`config.mk`:
```
export PLATFORM = sky130hd
export DESIGN_NAME = clock_divider_n
export DESIGN_NICKNAME = d
export VERILOG_FILES = /design/src/rtl/clkdiv_pkg.sv /design/src/rtl/clkdiv_counter.sv /design/src/rtl/clock_divider_n.sv
export SDC_FILE = /design/constraint.sdc
export NUM_CORES = 1
export LEC_CHECK = 0
export CAP_MARGIN = 20
export CORE_MARGIN = 4
export CORE_UTILIZATION = 53
export CTS_CLUSTER_DIAMETER = 200
export DETAILED_ROUTE_END_ITERATION = 6
export PLACE_DENSITY = 0.82
export SLEW_MARGIN = 20
export SYNTH_ARGS = -nofsm -noshare
export SYNTH_HDL_FRONTEND = slang
export SYNTH_SLANG_ARGS = --single-unit
```
`constraint.sdc`:
```
create_clock -name i_clockin -period 10 [get_ports i_clockin]
set_clock_uncertainty 0.1 [all_clocks]
set_input_delay 1 -clock i_clockin [delete_from_list [all_inputs] [get_ports i_clockin]]
set_output_delay 1 -clock i_clockin [all_outputs]
set_load 0.03 [all_outputs]
```
`src/rtl/clkdiv_pkg.sv`:
```
// -----------------------------------------------------------------------------
// clkdiv_pkg
// Shared constants and the divisor clamp used by clock_divider_n and by the
// timer top that instantiates it.
//   CLKDIV_MIN          smallest legal divide ratio
//   CLKDIV_WIDTH        default divisor/counter width
//   CLKDIV_DEFAULT_DIV  default divisor loaded at reset
//   eff()               clamps a requested divisor to at least CLKDIV_MIN
// -----------------------------------------------------------------------------
package clkdiv_pkg;

  localparam int unsigned CLKDIV_MIN         = 2;
  localparam int          CLKDIV_WIDTH       = 8;
  localparam int          CLKDIV_DEFAULT_DIV = 10;

  // Ratios 0 and 1 cannot produce a two-phase output, so they become 2.
  function automatic int unsigned eff(input int unsigned d);
    return (d < CLKDIV_MIN) ? CLKDIV_MIN : d;
  endfunction

endpackage

```
`src/rtl/clkdiv_counter.sv`:
```
// -----------------------------------------------------------------------------
// clkdiv_counter
// Period counter for clock_divider_n. Counts 0 .. div_active-1 while enabled
// and holds at 0 while idle.
//   i_clk         system clock, rising edge
//   i_rst_n       asynchronous active-low reset
//   i_enable      1 = run, 0 = idle (count and running cleared)
//   i_div_active  divide ratio governing the current period
//   o_count_next  value the count register takes on the next edge
//   o_wrap        period boundary: o_count_next is 0 on this edge (wrap from
//                 the last count, first edge after enable, or idle)
// -----------------------------------------------------------------------------
module clkdiv_counter
  import clkdiv_pkg::*;
#(
  parameter int WIDTH = CLKDIV_WIDTH
) (
  input  logic             i_clk,
  input  logic             i_rst_n,
  input  logic             i_enable,
  input  logic [WIDTH-1:0] i_div_active,
  output logic [WIDTH-1:0] o_count_next,
  output logic             o_wrap
);

  logic [WIDTH-1:0] r_count;
  logic             r_running;
  logic             w_last;

  assign w_last = (r_count == (i_div_active - WIDTH'(1)));

  always_comb begin
    // NOTE: every output of this block gets a default first, so no path
    // leaves a signal unassigned and no latch is inferred.
    o_count_next = '0;
    if (i_enable && r_running && !w_last) begin
      o_count_next = r_count + WIDTH'(1);
    end
    o_wrap = (o_count_next == '0);
  end

  // running is simply Enable delayed by one edge: the first enabled edge
  // sees running=0 and restarts the count at 0.
  always_ff @(posedge i_clk or negedge i_rst_n) begin
    if (!i_rst_n) begin
      // NOTE: state registers use non-blocking assignments so every flop
      // samples pre-edge values, independent of statement order.
      r_count   <= '0;
      r_running <= 1'b0;
    end else begin
      r_count   <= o_count_next;
      r_running <= i_enable;
    end
  end

endmodule

```
`src/rtl/clock_divider_n.sv`:
```
// -----------------------------------------------------------------------------
// clock_divider_n
// Programmable integer clock divider. Produces a registered divided clock
// (high ceil(N/2), low floor(N/2) cycles) and, optionally, a one-cycle tick in
// the last cycle of each period. A new divisor is captured on i_load and only
// committed at a period boundary, so no runt pulses are produced.
//   i_clockin   system clock, rising edge
//   i_resetn    asynchronous active-low reset
//   i_enable    1 = run, 0 = hold idle (outputs low)
//   i_divisor   requested divide ratio; 0 and 1 are treated as 2
//   i_load      one-cycle strobe capturing i_divisor
//   o_clockout  divided clock, straight from a flop
//   o_tick      terminal-count pulse, straight from a flop
//               (present only when CLKDIV_TICK_EN is defined)
// Build option: `define CLKDIV_TICK_EN to add the o_tick port and register.
// -----------------------------------------------------------------------------
module clock_divider_n
  import clkdiv_pkg::*;
#(
  parameter int WIDTH       = CLKDIV_WIDTH,
  parameter int DEFAULT_DIV = CLKDIV_DEFAULT_DIV
) (
  input  logic             i_clockin,
  input  logic             i_resetn,
  input  logic             i_enable,
  input  logic [WIDTH-1:0] i_divisor,
  input  logic             i_load,
  output logic             o_clockout
`ifdef CLKDIV_TICK_EN
  ,
  output logic             o_tick
`endif
);

  logic [WIDTH-1:0] r_div_active;
  logic [WIDTH-1:0] r_div_pending;
  logic             r_pend;
  logic             r_clockout;

  logic [WIDTH-1:0] w_count_next;
  logic             w_wrap;
  logic [WIDTH-1:0] w_div_eff;
  logic             w_commit;
  logic [WIDTH-1:0] w_div_next;
  logic [WIDTH-1:0] w_half;
  logic             w_clockout_next;

  clkdiv_counter #(
    .WIDTH (WIDTH)
  ) u_counter (
    .i_clk        (i_clockin),
    .i_rst_n      (i_resetn),
    .i_enable     (i_enable),
    .i_div_active (r_div_active),
    .o_count_next (w_count_next),
    .o_wrap       (w_wrap)
  );

  assign w_div_eff = WIDTH'(eff(32'(i_divisor)));

  // At a boundary a Load in the same cycle beats an older pending value.
  // The output flops must see the ratio of the period that starts now, so
  // they use w_div_next rather than r_div_active.
  assign w_commit   = w_wrap && (i_load || r_pend);
  assign w_div_next = w_commit ? (i_load ? w_div_eff : r_div_pending)
                               : r_div_active;

  // ceil(N/2) without needing an extra bit for N+1.
  assign w_half          = (w_div_next >> 1) + {{(WIDTH-1){1'b0}}, w_div_next[0]};
  assign w_clockout_next = i_enable && (w_count_next < w_half);

  always_ff @(posedge i_clockin or negedge i_resetn) begin
    if (!i_resetn) begin
      r_div_active  <= WIDTH'(DEFAULT_DIV);
      r_div_pending <= WIDTH'(DEFAULT_DIV);
      r_pend        <= 1'b0;
      r_clockout    <= 1'b0;
    end else begin
      if (i_load) begin
        r_div_pending <= w_div_eff;
        r_pend        <= 1'b1;
      end
      // Boundary update comes last so it overrides the pend set above.
      if (w_wrap) begin
        r_div_active <= w_div_next;
        r_pend       <= 1'b0;
      end
      r_clockout <= w_clockout_next;
    end
  end

  assign o_clockout = r_clockout;

`ifdef CLKDIV_TICK_EN
  logic r_tick;
  logic w_tick_next;

  assign w_tick_next = i_enable && (w_count_next == (w_div_next - WIDTH'(1)));

  always_ff @(posedge i_clockin or negedge i_resetn) begin
    if (!i_resetn) begin
      r_tick <= 1'b0;
    end else begin
      r_tick <= w_tick_next;
    end
  end

  assign o_tick = r_tick;
`endif

endmodule

```
Word-level counts from Yosys, hierarchy flattened
Cells that the tools add are included.
{"block": "classes", "magnitude_cmp": 2, "reduce_logical": 8, "addsub": 3, "n_mux": 6, "eq_ne": 1}
{"op": "$mux 8", "count": 4}
{"op": "$add 7x1->8", "count": 1}
{"op": "$add 8x1->8 const B", "count": 1}
{"op": "$eq 8x8->1", "count": 1}
{"op": "$logic_not 8->1", "count": 1}
{"op": "$lt 8x2->1 const B", "count": 1}
{"op": "$lt 8x8->1", "count": 1}
{"op": "$sub 8x1->8 const B", "count": 1}
{"op": "$logic_and 1x1->1", "count": 4}
{"op": "$mux 1", "count": 2}
{"op": "$reduce_bool 2->1", "count": 1}
{"op": "$logic_not 1->1", "count": 1}
{"op": "$logic_or 1x1->1", "count": 1}
{"block": "word_totals", "output_inout_bits": 1, "wordCells": 26, "regBits": 27}

Depth between registers and ports, before layout
{"block": "logic_depth", "ltp_word": 11, "depth_mapped": 23, "mapped_depth_nobuf": 21}

Modules after synthesis
Synthesis repeated with hierarchy kept, for this count alone.
{"block": "hier_totals", "hier_cells": 172, "area_unflattened_um2": 1843.0}
{"module": "clock_divider_n", "area_per_inst_um2": 1126.1, "instances": 1, "seq_area_each_um2": 455.4, "cells_per_inst": 96}
{"module": "clkdiv_counter", "area_per_inst_um2": 716.9, "instances": 1, "seq_area_each_um2": 225.2, "cells_per_inst": 76}

Worst setup path before layout
OpenSTA, ideal clock, no wires.
{"block": "synth_timing", "path_type": "register to register", "start": "register u_counter.r_count[0]", "end": "register r_clockout, in the netlist o_clockout", "period_less_slack_ns": 4.340, "setup_slack_ns": 5.660, "required_ns": 9.823, "path_buffers": 2, "t_arrival_ns": 4.163, "path_stages_with_launch": 22, "path_cell_list": "dfrtp_1 ha_1 and3_1 and3_1 or3_1 a2111oi_0 o32a_1 buf_4 buf_4 nand2_1 o21ai_0 ha_1 ha_1 and3_1 nand3_1 xnor2_1 o21ai_0 ha_1 a21o_1 a21oi_1 o21ai_0 a21oi_1"}
{"block": "synth_between", "elab_chain_len": 10}
{"item": "start: declaration", "line": "clkdiv_counter.sv:26", "text": "logic [WIDTH-1:0] r_count;"}
{"item": "start signal: assignment", "line": "clkdiv_counter.sv:51", "text": "r_count <= o_count_next;"}
{"item": "parallel branches: the longest is 3 deep, another holds $add 8x1->8"}
{"item": "$mux 8 *", "line": "clkdiv_counter.sv:36", "text": "if (i_enable && r_running && !w_last) begin"}
{"item": "$logic_not 8->1 *", "line": "clkdiv_counter.sv:39", "text": "o_wrap = (o_count_next == '0);"}
{"item": "$logic_and 1x1->1 *", "line": "clock_divider_n.sv:64", "text": "assign w_commit = w_wrap && (i_load || r_pend);"}
{"item": "$mux 8 *", "line": "clock_divider_n.sv:65", "text": "assign w_div_next = w_commit ? (i_load ? w_div_eff : r_div_pending)"}
{"item": "net w_div_next[0]", "line": "clock_divider_n.sv:44", "text": "logic [WIDTH-1:0] w_div_next;"}
{"item": "$add 7x1->8 *", "line": "clock_divider_n.sv:69", "text": "assign w_half = (w_div_next >> 1) + {{(WIDTH-1){1'b0}}, w_div_next[0]};"}
{"item": "$lt 8x8->1 *", "line": "clock_divider_n.sv:70", "text": "assign w_clockout_next = i_enable && (w_count_next < w_half);"}
{"item": "$logic_and 1x1->1 *", "line": "clock_divider_n.sv:70"}
{"item": "net w_clockout_next", "line": "clock_divider_n.sv:46", "text": "logic w_clockout_next;"}
{"item": "end signal: assignment", "line": "clock_divider_n.sv:88", "text": "r_clockout <= w_clockout_next;"}
{"item": "end: declaration", "line": "clock_divider_n.sv:38", "text": "logic r_clockout;"}
Mark *: on every way through the listed nets, which the timed path passes.
A chain may end at the register's enable or synchronous reset.

Final worst setup path
Same ends and word-level chain as after synthesis.

==> impl_metrics.yaml <==
floorplanning:
  fp.dieH_um: 66.1
  row_count: 20
  core_um2: 3150
  start_util_pct: 56.8
  die_w_um: 66.1
  ios: 13
  die-area_um2: 4370
worst_setup_path:
  crit_type: "flop to flop"
  slowest_stage: "o32a_1"
  timing.rr.start: "u_counter.r_count[0]"
  rr_endpoint: "o_clockout"
  crit_chain: "ha_1, and3_1, and3_1, or3_1, a2111oi_0, o32a_1, nand2_1, o21ai_0, ha_1, ha_1, and3_1, nand3_1, xnor2_1, o21ai_0, ha_1, a21o_1, a21oi_1, o21ai_0, a21oi_1"
  worstPathRequired_ns: 10.16
  critPathMaxStageDelay_ns: 0.77
  endpoint_kind: "flop"
  critPathLaunchType: "flop"
  worst_ep_arrival_time_ns: 5.47
  r2r_slack_ns: 4.69
  worstPathMaxFanout: 25
  crit_path_frequent_cell: "ha_1"
  r2r_cells: 19
synthesis:
  syn_nets: 215
  synthXorXnorAreaFrac_pct: 13.2
  netlist.area_leader.share_pct: 32.1
  synth-compound-area-share_pct: 13.5
  synthTopCellsByArea: "dfrtp_1, xnor2_1, ha_1, dfstp_2, xor2_1"
  yosys_warnings: 0
  synthSimpleGateAreaFrac_pct: 16.7
  netlist_area_um2: 1790
  synthFlopType: "dfrtp_1"
  syn_avg_cell_area_um2: 9.33
  synth-edff-count: 0
  synth_seq_area_share_pct: 38.0
  synth_fa_ha_area_share_pct: 7.68
  yosys.area.top_type: "dfrtp_1"
  ys_ff_latch: 27
  muxShareOfSynthArea_pct: 6.35
  async_flop_share_pct: 100
  synth.distinct_cells: 42
  syn_inst: 192
  synth_top_family_by_area: "simple AND/OR/NAND/NOR gates"
timing:
  finalCriticalPeriod_ns: 5.31
  slew_viol_final: 0
  hold_viol: 0
  slew_headroom_pct: 45.8
  fin_crit_sh_pct: 53.1
  grt_setup_unrepaired: "false"
  setup-tns-final_ns: 0
  clock.fmax_mhz: 188
  setup_ws_ns: 4.69
  setup_viol: 0
  tightest_slew_ns: 0.813
detailed_routing:
  via_count: 1378
  drcViolationCount: 0
  wirelength_um: 3780
  firstDrtPassIters: 4
  drtAntennaViolNets: 0
  wl_per_cell_um: 15.6
  via_per_inst: 5.69
  drtIter0Drc: 47
power_and_ir_drop:
  power.leakage_nw: 0.852
  pwr-share-clk_pct: 18.0
  switching_share_pct: 33.0
  power.internal_mw: 0.171
  seq_power_share_pct: 53.3
  p_sw_mw: 0.0842
  combPwrFrac_pct: 28.7
  power_density_nw_per_um2: 131
  vdd_drop_max_v: 0.000119
clock_tree:
  clock_path_buffers: 2
  worstSkewPairLatency_ns: 0.32
  cts.sinks: 27
  clk_pin_slew_ns: 0.13
  cts_tree: "built"
  root_buffer: "clkbuf_4"
  cts_hold_buf: 0
  htree_levels: 1
  cts-resized-gates: 0
  post-cts-setup-buffers: 0
  cts-buffers-inserted: 3
global_route:
  overflow: 0
  grt_antenna_before_repair: 0
  grt_max_degree: 28
  grtUsageTotal_pct: 18.8
  grt_first_pass_wirelength_um: 6240
  grt_pass1_vias: 1351
place:
  hpwl_um: 2960
  port_buffers: 12
  place_ws_ns: 4.83
  gp_congestion: 0.838
worst_hold_path:
  hold_class: "flop to flop"
  min-delay-start: "r_div_pending[0]"
  holdPathEnd: "r_div_pending[0]"
  hold_depth: 2
cells_and_area:
  drive_above_1_share_pct: 9.60
  syn_to_final_growth_pct: 8.73
  fill_cells: 267
  register_area_um2: 681
  layout.nets: 222
  multi_input_comb_area_um2: 1030
  diodes: 0
job:
  cap_viol_max_count: 0
run_status:
  status: "complete, no violations"
[area by class of cell]
cell class	count	area share (%)
tap	44	2.83
clock buffer	4	1.35
timing repair buffer	13	6.55
multi-input combinational	146	52.8
inverter	8	1.54
sequential	27	34.9
[power by group through the flow]
stage                     Sequential [mW]  Clock (mW)  Combinational [mW]
final                               0.136      0.0458              0.0733
after global routing                0.137      0.0512              0.0823
after CTS                           0.136      0.0461              0.0734
after detailed placement            0.138           0              0.0729
after global placement              0.136           0              0.0694
after floorplan                     0.129           0              0.0581
[cell usage in the layout (no fill, tap or decap), types with 4 or more instances in the layout]
master,netlist,layout
inv_1,8,8
dfstp_2,4,4
xnor2_1,17,17
a21o_1,4,4
o21ai_0,8,8
nor3_1,5,5
nand2_1,11,11
dfrtp_1,23,23
nand3_1,8,8
a21oi_1,10,10
nor2_1,20,20
mux2_2,7,7
xor2_1,10,10
ha_1,11,11
clkdlybuf4s50_1,0,12
and3_1,4,4
[logic make-up after synthesis]
| logic type | after synthesis |
|---|---|
| xor gates and xnor gates | 27 |
| adders and majority gates | 11 |
| buffers and inverters | 19 |
| muxes | 10 |
| AOI/OAI and AO/OA | 36 |
| DFF | 27 |
| and+or+nand+nor | 62 |
[flip-flops by register name (all words and copies together), names as in the netlist]
register / count
o_clockout: 1
r_div_active: 8
r_div_pending: 8
r_pend: 1
u_counter.r_count: 8
u_counter.r_running: 1
[synthesized netlist by cell type, drive strengths merged (4+ instances only)]
| master | n |
|---|---|
| clkbuf | 5 |
| nand3 | 8 |
| nand2 | 11 |
| mux2 | 8 |
| xor2 | 10 |
| buf | 6 |
| ha | 11 |
| o21ai | 8 |
| dfrtp | 23 |
| xnor2 | 17 |
| a21oi | 10 |
| a21o | 4 |
| inv | 8 |
| dfstp | 4 |
| nor2 | 20 |
| nor3 | 5 |
| and3 | 4 |
[routing by layer]
layer  track usage [%]  wire length, um  part of all wire, %  up-vias
met5                 0                0                    0        -
met4              8.88               81                  2.1        0
met3              1.53              125                  3.3        9
met2              32.1             1900                   50       29
met1              23.9             1670                   44      655
li1                  -                -                    -      685
[worst max-delay path by stage]
stage / start / endpoint / slack, ns
floorplan: u_counter.r_count[0] / o_clockout / 5.66
CTS: u_counter.r_count[0] / o_clockout / 4.74
global placement: u_counter.r_count[0] / o_clockout / 5.13
finish: u_counter.r_count[0] / o_clockout / 4.69
detailed placement: u_counter.r_count[0] / o_clockout / 4.83
global route: u_counter.r_count[0] / o_clockout / 4.33
[worst max-delay path, delay by kind of cell, from the launching register on]
kind                       cells  cell delay [ns]
AOI/OAI and AO/OA              8             2.18
and+or+nand+nor                6             1.32
adders and majority gates      4             1.05
DFF                            1             0.48
xor gates and xnor gates       1             0.14
[metrics by stage]
stage          std cells  hold WS, ns  power [mW]  cell area [um2]  util, %
2_1_floorplan        192        0.402       0.187             1790        -
3_3_place_gp         238        0.426       0.206             1920     61.0
3_5_place_dp         238        0.445       0.210             1920     61.0
4_1_cts              242        0.474       0.255             1950     61.8
5_1_grt              242        0.488       0.271             1950     61.8
6_report             242        0.471       0.255             1950     61.8
(Power assumes the default switching activity.)
